## src/rtl/ascon_aead128_seq_if.sv

```systemverilog
// ascon_aead128_seq_if
//   Stream-side bundle of the ASCON AEAD-128 sequencer.
//   cmd_*  : one command per message (mode, no-AD flag, key, nonce, expected tag)
//   ad_*   : associated-data block stream (valid/ready, last marker)
//   din_*  : plaintext/ciphertext input block stream (valid/ready, last marker)
//   dout_* : processed output block stream (valid/ready)
//   res_*  : final result (tag, authentication flag, watchdog error)
//   ad_cnt, db_cnt : blocks accepted in the current/last message
//   master : traffic source/sink side; slave : sequencer side.
interface ascon_aead128_seq_if #(
  parameter int BLOCK_W = 128,
  parameter int CNT_W   = 16
);
  logic               cmd_valid;
  logic               cmd_ready;
  logic               cmd_mode;
  logic               cmd_no_ad;
  logic [BLOCK_W-1:0] cmd_key;
  logic [BLOCK_W-1:0] cmd_nonce;
  logic [BLOCK_W-1:0] cmd_tag;

  logic               ad_valid;
  logic               ad_ready;
  logic [BLOCK_W-1:0] ad_data;
  logic               ad_last;

  logic               din_valid;
  logic               din_ready;
  logic [BLOCK_W-1:0] din_data;
  logic               din_last;

  logic               dout_valid;
  logic               dout_ready;
  logic [BLOCK_W-1:0] dout_data;

  logic               res_valid;
  logic               res_ready;
  logic [BLOCK_W-1:0] res_tag;
  logic               res_auth_ok;
  logic               res_error;

  logic [CNT_W-1:0]   ad_cnt;
  logic [CNT_W-1:0]   db_cnt;

  modport master (
    output cmd_valid, cmd_mode, cmd_no_ad, cmd_key, cmd_nonce, cmd_tag,
    input  cmd_ready,
    output ad_valid, ad_data, ad_last,
    input  ad_ready,
    output din_valid, din_data, din_last,
    input  din_ready,
    input  dout_valid, dout_data,
    output dout_ready,
    input  res_valid, res_tag, res_auth_ok, res_error,
    output res_ready,
    input  ad_cnt, db_cnt
  );

  modport slave (
    input  cmd_valid, cmd_mode, cmd_no_ad, cmd_key, cmd_nonce, cmd_tag,
    output cmd_ready,
    input  ad_valid, ad_data, ad_last,
    output ad_ready,
    input  din_valid, din_data, din_last,
    output din_ready,
    output dout_valid, dout_data,
    input  dout_ready,
    output res_valid, res_tag, res_auth_ok, res_error,
    input  res_ready,
    output ad_cnt, db_cnt
  );
endinterface

```

## src/rtl/ascon_aead128_seq.sv

```systemverilog
// ascon_aead128_seq
//   Stream-side sequencer for the ascon_aead128 core. Accepts one command,
//   then AD and data blocks, drives the core's init/AD/DB controls, buffers
//   each output block until taken downstream and reports tag + auth flag.
//   A per-phase watchdog aborts to RESULT with res_error if the core stalls.
// Ports
//   aclk, areset    : clock, asynchronous active-high reset
//   bus (slave)     : cmd / ad / din / dout / res streams and block counters
//   core_init       : one-cycle init pulse; core_mode/core_key/core_nonce latched
//   core_ad_valid/core_ad_last, core_db_valid/core_db_last : block pulses
//   core_blk        : block accompanying core_ad_valid / core_db_valid
//   core_ready      : core idle and able to take the next init/block
//   core_dout_valid/core_dout : processed block pulse from the core
//   core_tag_valid/core_tag   : final tag pulse from the core
// BLOCK_W is fixed at 128 by the core.
module ascon_aead128_seq #(
  parameter int BLOCK_W  = 128,
  parameter int WDOG_MAX = 1024,
  parameter int CNT_W    = 16
) (
  input  logic               aclk,
  input  logic               areset,
  ascon_aead128_seq_if.slave bus,
  output logic               core_init,
  output logic               core_mode,
  output logic [BLOCK_W-1:0] core_key,
  output logic [BLOCK_W-1:0] core_nonce,
  output logic               core_ad_valid,
  output logic               core_ad_last,
  output logic               core_db_valid,
  output logic               core_db_last,
  output logic [BLOCK_W-1:0] core_blk,
  input  logic               core_ready,
  input  logic               core_dout_valid,
  input  logic [BLOCK_W-1:0] core_dout,
  input  logic               core_tag_valid,
  input  logic [BLOCK_W-1:0] core_tag
);

  localparam int WD_W = $clog2(WDOG_MAX + 1);

  typedef enum logic [2:0] {
    S_IDLE,
    S_INIT,
    S_AD,
    S_DB,
    S_DBOUT,
    S_TAG,
    S_RESULT
  } state_e;

  state_e             state_q, state_d;
  logic               mode_q, mode_d;
  logic               no_ad_q, no_ad_d;
  logic [BLOCK_W-1:0] key_q, key_d;
  logic [BLOCK_W-1:0] nonce_q, nonce_d;
  logic [BLOCK_W-1:0] exp_tag_q, exp_tag_d;
  logic [CNT_W-1:0]   ad_cnt_q, ad_cnt_d;
  logic [CNT_W-1:0]   db_cnt_q, db_cnt_d;
  logic               last_q, last_d;
  logic [BLOCK_W-1:0] dout_data_q, dout_data_d;
  logic               dout_valid_q, dout_valid_d;
  logic [BLOCK_W-1:0] res_tag_q, res_tag_d;
  logic               res_auth_q, res_auth_d;
  logic               res_err_q, res_err_d;
  logic [WD_W-1:0]    wdog_q, wdog_d;
  logic               wait_core;

  always_ff @(posedge aclk or posedge areset) begin
    if (areset) begin
      state_q      <= S_IDLE;
      mode_q       <= 1'b0;
      no_ad_q      <= 1'b0;
      key_q        <= '0;
      nonce_q      <= '0;
      exp_tag_q    <= '0;
      ad_cnt_q     <= '0;
      db_cnt_q     <= '0;
      last_q       <= 1'b0;
      dout_data_q  <= '0;
      dout_valid_q <= 1'b0;
      res_tag_q    <= '0;
      res_auth_q   <= 1'b0;
      res_err_q    <= 1'b0;
      wdog_q       <= '0;
    end else begin
      state_q      <= state_d;
      mode_q       <= mode_d;
      no_ad_q      <= no_ad_d;
      key_q        <= key_d;
      nonce_q      <= nonce_d;
      exp_tag_q    <= exp_tag_d;
      ad_cnt_q     <= ad_cnt_d;
      db_cnt_q     <= db_cnt_d;
      last_q       <= last_d;
      dout_data_q  <= dout_data_d;
      dout_valid_q <= dout_valid_d;
      res_tag_q    <= res_tag_d;
      res_auth_q   <= res_auth_d;
      res_err_q    <= res_err_d;
      wdog_q       <= wdog_d;
    end
  end

  always_comb begin
    state_d       = state_q;
    mode_d        = mode_q;
    no_ad_d       = no_ad_q;
    key_d         = key_q;
    nonce_d       = nonce_q;
    exp_tag_d     = exp_tag_q;
    ad_cnt_d      = ad_cnt_q;
    db_cnt_d      = db_cnt_q;
    last_d        = last_q;
    dout_data_d   = dout_data_q;
    dout_valid_d  = dout_valid_q;
    res_tag_d     = res_tag_q;
    res_auth_d    = res_auth_q;
    res_err_d     = res_err_q;
    wait_core     = 1'b0;
    bus.cmd_ready = 1'b0;
    bus.ad_ready  = 1'b0;
    bus.din_ready = 1'b0;
    core_init     = 1'b0;
    core_ad_valid = 1'b0;
    core_ad_last  = 1'b0;
    core_db_valid = 1'b0;
    core_db_last  = 1'b0;
    core_blk      = '0;

    unique case (state_q)
      S_IDLE: begin
        bus.cmd_ready = 1'b1;
        if (bus.cmd_valid) begin
          mode_d     = bus.cmd_mode;
          no_ad_d    = bus.cmd_no_ad;
          key_d      = bus.cmd_key;
          nonce_d    = bus.cmd_nonce;
          exp_tag_d  = bus.cmd_tag;
          ad_cnt_d   = '0;
          db_cnt_d   = '0;
          res_tag_d  = '0;
          res_auth_d = 1'b0;
          res_err_d  = 1'b0;
          state_d    = S_INIT;
        end
      end
      S_INIT: begin
        if (core_ready) begin
          core_init = 1'b1;
          state_d   = no_ad_q ? S_DB : S_AD;
        end else begin
          wait_core = 1'b1;
        end
      end
      S_AD: begin
        bus.ad_ready = core_ready;
        if (!core_ready) begin
          wait_core = 1'b1;
        end else if (bus.ad_valid) begin
          core_ad_valid = 1'b1;
          core_ad_last  = bus.ad_last;
          core_blk      = bus.ad_data;
          ad_cnt_d      = (ad_cnt_q == '1) ? ad_cnt_q : ad_cnt_q + CNT_W'(1);
          if (bus.ad_last) state_d = S_DB;
        end
      end
      S_DB: begin
        bus.din_ready = core_ready;
        if (!core_ready) begin
          wait_core = 1'b1;
        end else if (bus.din_valid) begin
          core_db_valid = 1'b1;
          core_db_last  = bus.din_last;
          core_blk      = bus.din_data;
          db_cnt_d      = (db_cnt_q == '1) ? db_cnt_q : db_cnt_q + CNT_W'(1);
          last_d        = bus.din_last;
          state_d       = S_DBOUT;
        end
      end
      S_DBOUT: begin
        // Holding a block for downstream is not a core wait, so the watchdog
        // only runs before the core has delivered the block.
        if (dout_valid_q) begin
          if (bus.dout_ready) begin
            dout_valid_d = 1'b0;
            state_d      = last_q ? S_TAG : S_DB;
          end
        end else if (core_dout_valid) begin
          dout_data_d  = core_dout;
          dout_valid_d = 1'b1;
        end else begin
          wait_core = 1'b1;
        end
      end
      S_TAG: begin
        if (core_tag_valid) begin
          res_tag_d  = core_tag;
          res_auth_d = mode_q ? (core_tag == exp_tag_q) : 1'b1;
          state_d    = S_RESULT;
        end else begin
          wait_core = 1'b1;
        end
      end
      S_RESULT: begin
        if (bus.res_ready) state_d = S_IDLE;
      end
      default: state_d = S_IDLE;
    endcase

    if (wait_core && (wdog_q == WD_W'(WDOG_MAX - 1))) begin
      state_d    = S_RESULT;
      res_err_d  = 1'b1;
      res_auth_d = 1'b0;
      res_tag_d  = '0;
    end

    if (state_d != state_q)  wdog_d = '0;
    else if (wait_core)      wdog_d = wdog_q + WD_W'(1);
    else                     wdog_d = wdog_q;
  end

  assign bus.dout_valid  = dout_valid_q;
  assign bus.dout_data   = dout_data_q;
  assign bus.res_valid   = (state_q == S_RESULT);
  assign bus.res_tag     = res_tag_q;
  assign bus.res_auth_ok = res_auth_q;
  assign bus.res_error   = res_err_q;
  assign bus.ad_cnt      = ad_cnt_q;
  assign bus.db_cnt      = db_cnt_q;
  assign core_mode       = mode_q;
  assign core_key        = key_q;
  assign core_nonce      = nonce_q;

endmodule

```

## src/flat_wrapper.sv

```systemverilog
// flat-port wrapper written by rule: the top's interface ports become plain ports
module ascon_aead128_seq_flat 
#(
  parameter int BLOCK_W  = 128,
  parameter int WDOG_MAX = 1024,
  parameter int CNT_W    = 16
)
  (aclk, areset, core_init, core_mode, core_key, core_nonce, core_ad_valid, core_ad_last, core_db_valid, core_db_last, core_blk, core_ready, core_dout_valid, core_dout, core_tag_valid, core_tag, bus_cmd_valid, bus_cmd_mode, bus_cmd_no_ad, bus_cmd_key, bus_cmd_nonce, bus_cmd_tag, bus_cmd_ready, bus_ad_valid, bus_ad_data, bus_ad_last, bus_ad_ready, bus_din_valid, bus_din_data, bus_din_last, bus_din_ready, bus_dout_valid, bus_dout_data, bus_dout_ready, bus_res_valid, bus_res_tag, bus_res_auth_ok, bus_res_error, bus_res_ready, bus_ad_cnt, bus_db_cnt);
  ascon_aead128_seq_if #(.BLOCK_W(BLOCK_W), .CNT_W(CNT_W)) bus_i ();
  input  logic aclk;
  input  logic areset;
  output logic core_init;
  output logic core_mode;
  output logic [BLOCK_W-1:0] core_key;
  output logic [BLOCK_W-1:0] core_nonce;
  output logic core_ad_valid;
  output logic core_ad_last;
  output logic core_db_valid;
  output logic core_db_last;
  output logic [BLOCK_W-1:0] core_blk;
  input  logic core_ready;
  input  logic core_dout_valid;
  input  logic [BLOCK_W-1:0] core_dout;
  input  logic core_tag_valid;
  input  logic [BLOCK_W-1:0] core_tag;
  input wire logic [$bits(bus_i.cmd_valid)-1:0] bus_cmd_valid;
  input wire logic [$bits(bus_i.cmd_mode)-1:0] bus_cmd_mode;
  input wire logic [$bits(bus_i.cmd_no_ad)-1:0] bus_cmd_no_ad;
  input wire logic [$bits(bus_i.cmd_key)-1:0] bus_cmd_key;
  input wire logic [$bits(bus_i.cmd_nonce)-1:0] bus_cmd_nonce;
  input wire logic [$bits(bus_i.cmd_tag)-1:0] bus_cmd_tag;
  output wire logic [$bits(bus_i.cmd_ready)-1:0] bus_cmd_ready;
  input wire logic [$bits(bus_i.ad_valid)-1:0] bus_ad_valid;
  input wire logic [$bits(bus_i.ad_data)-1:0] bus_ad_data;
  input wire logic [$bits(bus_i.ad_last)-1:0] bus_ad_last;
  output wire logic [$bits(bus_i.ad_ready)-1:0] bus_ad_ready;
  input wire logic [$bits(bus_i.din_valid)-1:0] bus_din_valid;
  input wire logic [$bits(bus_i.din_data)-1:0] bus_din_data;
  input wire logic [$bits(bus_i.din_last)-1:0] bus_din_last;
  output wire logic [$bits(bus_i.din_ready)-1:0] bus_din_ready;
  output wire logic [$bits(bus_i.dout_valid)-1:0] bus_dout_valid;
  output wire logic [$bits(bus_i.dout_data)-1:0] bus_dout_data;
  input wire logic [$bits(bus_i.dout_ready)-1:0] bus_dout_ready;
  output wire logic [$bits(bus_i.res_valid)-1:0] bus_res_valid;
  output wire logic [$bits(bus_i.res_tag)-1:0] bus_res_tag;
  output wire logic [$bits(bus_i.res_auth_ok)-1:0] bus_res_auth_ok;
  output wire logic [$bits(bus_i.res_error)-1:0] bus_res_error;
  input wire logic [$bits(bus_i.res_ready)-1:0] bus_res_ready;
  output wire logic [$bits(bus_i.ad_cnt)-1:0] bus_ad_cnt;
  output wire logic [$bits(bus_i.db_cnt)-1:0] bus_db_cnt;
  assign bus_i.cmd_valid = bus_cmd_valid;
  assign bus_i.cmd_mode = bus_cmd_mode;
  assign bus_i.cmd_no_ad = bus_cmd_no_ad;
  assign bus_i.cmd_key = bus_cmd_key;
  assign bus_i.cmd_nonce = bus_cmd_nonce;
  assign bus_i.cmd_tag = bus_cmd_tag;
  assign bus_cmd_ready = bus_i.cmd_ready;
  assign bus_i.ad_valid = bus_ad_valid;
  assign bus_i.ad_data = bus_ad_data;
  assign bus_i.ad_last = bus_ad_last;
  assign bus_ad_ready = bus_i.ad_ready;
  assign bus_i.din_valid = bus_din_valid;
  assign bus_i.din_data = bus_din_data;
  assign bus_i.din_last = bus_din_last;
  assign bus_din_ready = bus_i.din_ready;
  assign bus_dout_valid = bus_i.dout_valid;
  assign bus_dout_data = bus_i.dout_data;
  assign bus_i.dout_ready = bus_dout_ready;
  assign bus_res_valid = bus_i.res_valid;
  assign bus_res_tag = bus_i.res_tag;
  assign bus_res_auth_ok = bus_i.res_auth_ok;
  assign bus_res_error = bus_i.res_error;
  assign bus_i.res_ready = bus_res_ready;
  assign bus_ad_cnt = bus_i.ad_cnt;
  assign bus_db_cnt = bus_i.db_cnt;
  ascon_aead128_seq #(.BLOCK_W(BLOCK_W), .WDOG_MAX(WDOG_MAX), .CNT_W(CNT_W)) u_core (.aclk(aclk), .areset(areset), .bus(bus_i), .core_init(core_init), .core_mode(core_mode), .core_key(core_key), .core_nonce(core_nonce), .core_ad_valid(core_ad_valid), .core_ad_last(core_ad_last), .core_db_valid(core_db_valid), .core_db_last(core_db_last), .core_blk(core_blk), .core_ready(core_ready), .core_dout_valid(core_dout_valid), .core_dout(core_dout), .core_tag_valid(core_tag_valid), .core_tag(core_tag));
endmodule
```

## config.mk

```make
export PLATFORM = sky130hd
export DESIGN_NAME = ascon_aead128_seq_flat
export DESIGN_NICKNAME = d
export VERILOG_FILES = /design/src/rtl/ascon_aead128_seq_if.sv /design/src/rtl/ascon_aead128_seq.sv /design/src/flat_wrapper.sv
export SDC_FILE = /design/constraint.sdc
export NUM_CORES = 2
export LEC_CHECK = 0
export CAP_MARGIN = 25
export CORE_AREA = 5 5 610 612
export DETAILED_ROUTE_END_ITERATION = 16
export DIE_AREA = 0 0 615 617
export RECOVER_POWER = 50
export SYNTH_ARGS = -nofsm -noshare
export SYNTH_HDL_FRONTEND = slang
export SYNTH_SLANG_ARGS = --single-unit
```

## constraint.sdc

```tcl
create_clock -name aclk -period 47 [get_ports aclk]
set_input_delay 7.05 -clock aclk [delete_from_list [all_inputs] [get_ports aclk]]
set_output_delay 7.05 -clock aclk [all_outputs]
set_load 0.02 [all_outputs]
```

# == Word level (Yosys, flattened, before mapping) ==
# Cells that the tools add are included.
# word_totals
ff_bits,692
in_bits,910
out_inout_bits,685
elab_cells,122
# classes
n_addsub,3
n_eq_ne,20
mux,67
bitwise,1
n_reduce_logical,16
# op_table
operator,n
128-bit 2-to-1 mux,7
128-bit one-hot mux with 2 select lines,2
128-bit == test,1
16-bit 2-to-1 mux,7
16-bit one-hot mux with 2 select lines,2
3-bit 2-to-1 mux,13
16-bit by 1-bit adder with 16-bit output (second input constant),2
16-bit == test (second input constant),2
1-bit 2-to-1 mux,31
11-bit 2-to-1 mux,2
3-bit one-hot mux with 7 select lines,1
2-bit inequality test (second input constant),7
11-bit by 1-bit adder with 11-bit output (second input constant),1
11-bit by 10-bit == test with 1-bit output (second input constant),1
5-bit AND reduction,2
2-bit nonzero test,5
3-bit == test (second input constant),3
3-bit AND reduction,3
3-bit by 2-bit == test with 1-bit output (second input constant),2
3-bit by 2-bit inequality test with 1-bit output (second input constant),2
2-bit AND reduction,2
3-bit by 1-bit == test with 1-bit output (second input constant),1
3-bit zero test,1
3-bit inequality test,1
other kinds (6),6

# == Logic depth before layout (Yosys ltp) ==
# depth
depth_word,7
mapped_depth,9
depth_no_buf,8

# == Worst setup path after synthesis ==
# No wires, ideal clock.
# synth_timing
kind,input -> output
start,input port core_ready
end,output port core_blk[0]
arrival_time_ns,8.620
t_required_ns,39.950
path_slack_ns,31.330
cell_stages,8
path_buffers,3
cell_sequence,buf_2 nand4b_1 inv_1 nand2_1 inv_2 clkbuf_1 clkbuf_1 a22o_1
# synth_via
elab_chain_len,2
elab_cells_between_ends,3
cone_classes,mux (3)
# synth_lines
item,line_no,text
start: declaration,flat_wrapper.sv:21,input logic core_ready;
128-bit 2-to-1 mux (on tied branches),"ascon_aead128_seq.sv:170, ascon_aead128_seq.sv:158",
128-bit one-hot mux with 2 select lines (*),ascon_aead128_seq.sv:131,unique case (state_q)
end: declaration,flat_wrapper.sv:20,output logic [BLOCK_W-1:0] core_blk;
# Mark *: on every way between the ends. The rest lies on a longest branch, timed or not.

==> out/summary.md <==
## Placement
* routability congestion estimate: 0.942
* port bufs: 1594
* final HPWL from detailed placement: 303 mm
* post-placement setup slack: 29.13 ns

## STA
* final cycle utilization of the critical path: 39.7%
* RSZ-0062 raised after global routing: false
* final hold vios: 0
* max-slew violation total from the final report: 923
* worst path setup slack after routing: 28.36 ns
* time the worst path needs with I/O delays and setup: 18.64 ns
* max_slew headroom: -462%
* Max Fclk: 0.0536 GHz
* worst setup skew after layout: 0.0937 ns
* Total Neg Setup Slack: 0 ns
* total setup violations reported at the end of the flow: 0
* actual transition at the worst max-transition pin: 8.43 ns

## Synthesis
* top area cells in the synthesized netlist: sky130_fd_sc_hd__dfrtp_1 59%, sky130_fd_sc_hd__nand2_1 15%, sky130_fd_sc_hd__a22o_1 7.7%, sky130_fd_sc_hd__mux2_2 5.0%, sky130_fd_sc_hd__xor2_1 3.1%
* number of enable-type register cells in the synthesized netlist: 0
* async set or reset register ratio after synthesis: 100%
* warnings from Yosys: 0
* mean instance size in the synthesized netlist: 10.3 sq um
* most common library cells after synthesis: 1192 x sky130_fd_sc_hd__nand2_1, 692 x sky130_fd_sc_hd__dfrtp_1, 256 x sky130_fd_sc_hd__a22o_1
* synthesized instance count: 2843
* Netlist Area Pre-Place: 0.0292 sq mm
* post-synth net total: 3756
* cell type with the largest total area after synthesis: sky130_fd_sc_hd__dfrtp_1
* Yosys cell types: 60
* Seq/Total Area, Yosys: 59.3%
* predominant post-synthesis flop cell: sky130_fd_sc_hd__dfrtp_1
* share of Yosys cell area claimed by the top area cell type: 59.3%
* Seq cells post-synth: 692
* most numerous cell in the Yosys netlist: sky130_fd_sc_hd__nand2_1

## CTS
* clock-pin slew on the worst setup and hold paths: 0.06 ns
* Max H-tree Level: 3
* TritonCTS clock tree: yes
* sink count of the clock tree: 692
* buffers from clock root to sink, at most: 4
* number of gates resized after CTS: 0
* buffer count from post-CTS setup fixing: 0
* Clock Latency Late Sink: 0.85 ns
* clock root buffer: sky130_fd_sc_hd__clkbuf_16
* hold buffer count at CTS: 0
* TritonCTS Buffers: 104

## Worst setup path
* WS Path Type: in -> async
* Req. time, crit path: 47.85 ns
* Worst Path Max Fanout: 130
* data arrival time of the critical path: 19.50 ns
* r2r setup slk: 38.53 ns
* endpoint kind of the worst setup timing path: asynchronous set/reset pin
* critical path launch point type: input pin

## Route
* via/cell ratio: 3.23
* count of routing violations after the opening detailed-route iteration: 2099
* number of antenna-violating nets in the routed design: 0
* via count of the routed design: 30.4k
* total wire length: 346 mm
* number of detailed-route iterations in the first pass: 5
* average routed wire per standard cell: 36.7 um
* detailed-route DRC error count: 0

## Power and ir drop
* internal power consumption: 0.00189 W
* maximum ir drop on the vdd rail: 0.0000373 V
* combinational share of power: 45.6%
* power spent charging and discharging nets: 0.00147 W
* clock network fraction of design power: 25.7%
* Power per Cell Area: 61.5 mW/mm^2
* Sequential Power Share: 28.7%
* net switching fraction of the power: 43.8%
* Pleak: 23.3 nW

## Floorplanning
* die area: 0.379 sq mm
* die boundary height: 617 um
* number of cell rows: 223
* CORE AREA: 0.367 sq mm
* Initial Utilization: 7.96%
* I/O pin cnt: 1595
* die extent in x: 615 um

## Global route
* wire length of the first global-routing pass: 412 mm
* GRT Residual Overflow: 0
* total routing usage reported by global routing: 17.5%
* pin count of the biggest net entering global routing: 134
* initial antenna violation count: 431
* via count of the first global-routing pass: 29.4k
* grt met1 use: 20.1%
* met2 track demand over resource: 27.1%
* most crowded layer after global routing: met2
* met3 usage in global routing: 11.3%

## Job
* # Max-Cap Violations: 16

## Status
* violated checks: max-capacitance violations, max-slew violations
* status: finished, violations left

## Finish
* final-layout fill cell count: 41.2k
* Layout area overhead: 87.2%
* Layout Nets: 5333
* ratio of cells with drive above 1 in the final layout: 8.04%

## Min path
* type of the tightest min-delay check: reg -> reg

final cells by class:
class	instances	area, sq um	share of cell area [%]
inverter	8	36.3	0.0664
clock inverter	51	739	1.35
sequential	692	17300	31.7
timing repair buffer	1645	16400	29.9
antenna	76	190	0.348
clock buffer	137	2930	5.36
tap	4837	6050	11.1
multi-input combinational	1969	11000	20.2
routing by layer:
layer | share of wire, % | up-vias | wire (um)
met4 | 3.5 | 222 | 12000
li1 | - | 12742 | -
met1 | 39 | 14563 | 134000
met2 | 43 | 1998 | 149000
met5 | 0.40 | - | 1370
met3 | 14 | 841 | 49600
worst paths after layout:
check,depth (start not counted),endpoint,from
setup / recovery,6,u_core.core_nonce[93]$_DFFE_PP0P_,areset
hold / removal,2,u_core.core_key[111]$_DFFE_PP0P_,u_core.core_key[111]$_DFFE_PP0P_
setup reg to reg,8,u_core.bus.res_tag[31]$_DFFE_PP0P_,u_core.state_q[0]$_DFF_PP0_
hold reg to reg,2,u_core.core_key[111]$_DFFE_PP0P_,u_core.core_key[111]$_DFFE_PP0P_
max in group aclk,8,core_blk[68],core_ready
min in group asynchronous,2,u_core.bus.res_tag[126]$_DFFE_PP0P_,areset
worst max-delay path, cell delays in order:
cell	delay (ns)
sky130_fd_sc_hd__dlygate4sd3_1	0.55
sky130_fd_sc_hd__clkinvlp_2	1.85
sky130_fd_sc_hd__clkbuf_1	6.03
sky130_fd_sc_hd__clkbuf_1	2.06
sky130_fd_sc_hd__buf_4	0.89
sky130_fd_sc_hd__buf_4	0.81
state kept, by name, summed over array words and instances (netlist names), 11 cells and up:
register / count
u_core.bus.dout_data: 128
u_core.bus.res_tag: 128
u_core.core_key: 128
u_core.core_nonce: 128
u_core.exp_tag_q: 128
u_core.bus.ad_cnt: 16
u_core.bus.db_cnt: 16
u_core.wdog_q: 11
layout by cell type, fill, tap and decap left out, types with 31 or more instances in the layout:
cell                              instances
sky130_fd_sc_hd__buf_4                   31
sky130_fd_sc_hd__nand2_1               1192
sky130_fd_sc_hd__diode_2                 76
sky130_fd_sc_hd__nor2_1                  43
sky130_fd_sc_hd__dfrtp_1                692
sky130_fd_sc_hd__a22o_1                 256
sky130_fd_sc_hd__xnor2_1                 58
sky130_fd_sc_hd__clkbuf_1                34
sky130_fd_sc_hd__clkbuf_16              106
sky130_fd_sc_hd__clkdlybuf4s50_1       1392
sky130_fd_sc_hd__xor2_1                 102
sky130_fd_sc_hd__dlygate4sd3_1          197
sky130_fd_sc_hd__mux2_2                 129
cell families (layout without fill, tap and decap cells):
kind of cell,Yosys count,count (layout),synth area share (%)
AO/OA/AOI/OAI,316,316,9.22
XOR/XNOR,160,160,4.80
adder cells (fa/ha/maj),3,3,0.129
buffers and inverters,182,1841,2.93
flip-flops,692,692,59.3
multiplexers,129,129,4.98
other,0,76,0
AND/OR/NAND/NOR,1361,1361,18.6
power groups by stage:
stage / registers, W / logic, W / clock network [W]
4_1_cts: 0.000964 / 0.00160 / 0.000900
5_1_grt: 0.000990 / 0.00164 / 0.000917
3_5_place_dp: 0.000969 / 0.00159 / 0
3_3_place_gp: 0.000963 / 0.00159 / 0
2_1_floorplan: 0.00115 / 0.000416 / 0
6_report: 0.000963 / 0.00153 / 0.000864
per-stage QoR:
stage | hold slack (ns) | utilization, % | std cells | power, W | cell area (sq um)
2_1_floorplan | 0.440 | - | 2843 | 0.00157 | 29200
3_3_place_gp | 0.456 | 13.8 | 9145 | 0.00255 | 50800
3_5_place_dp | 0.461 | 13.9 | 9149 | 0.00255 | 50900
4_1_cts | 0.475 | 14.9 | 9337 | 0.00346 | 54600
5_1_grt | 0.485 | 14.9 | 9371 | 0.00354 | 54500
6_report | 0.465 | 14.9 | 9415 | 0.00336 | 54700
Power figures use the tool's default switching activity.
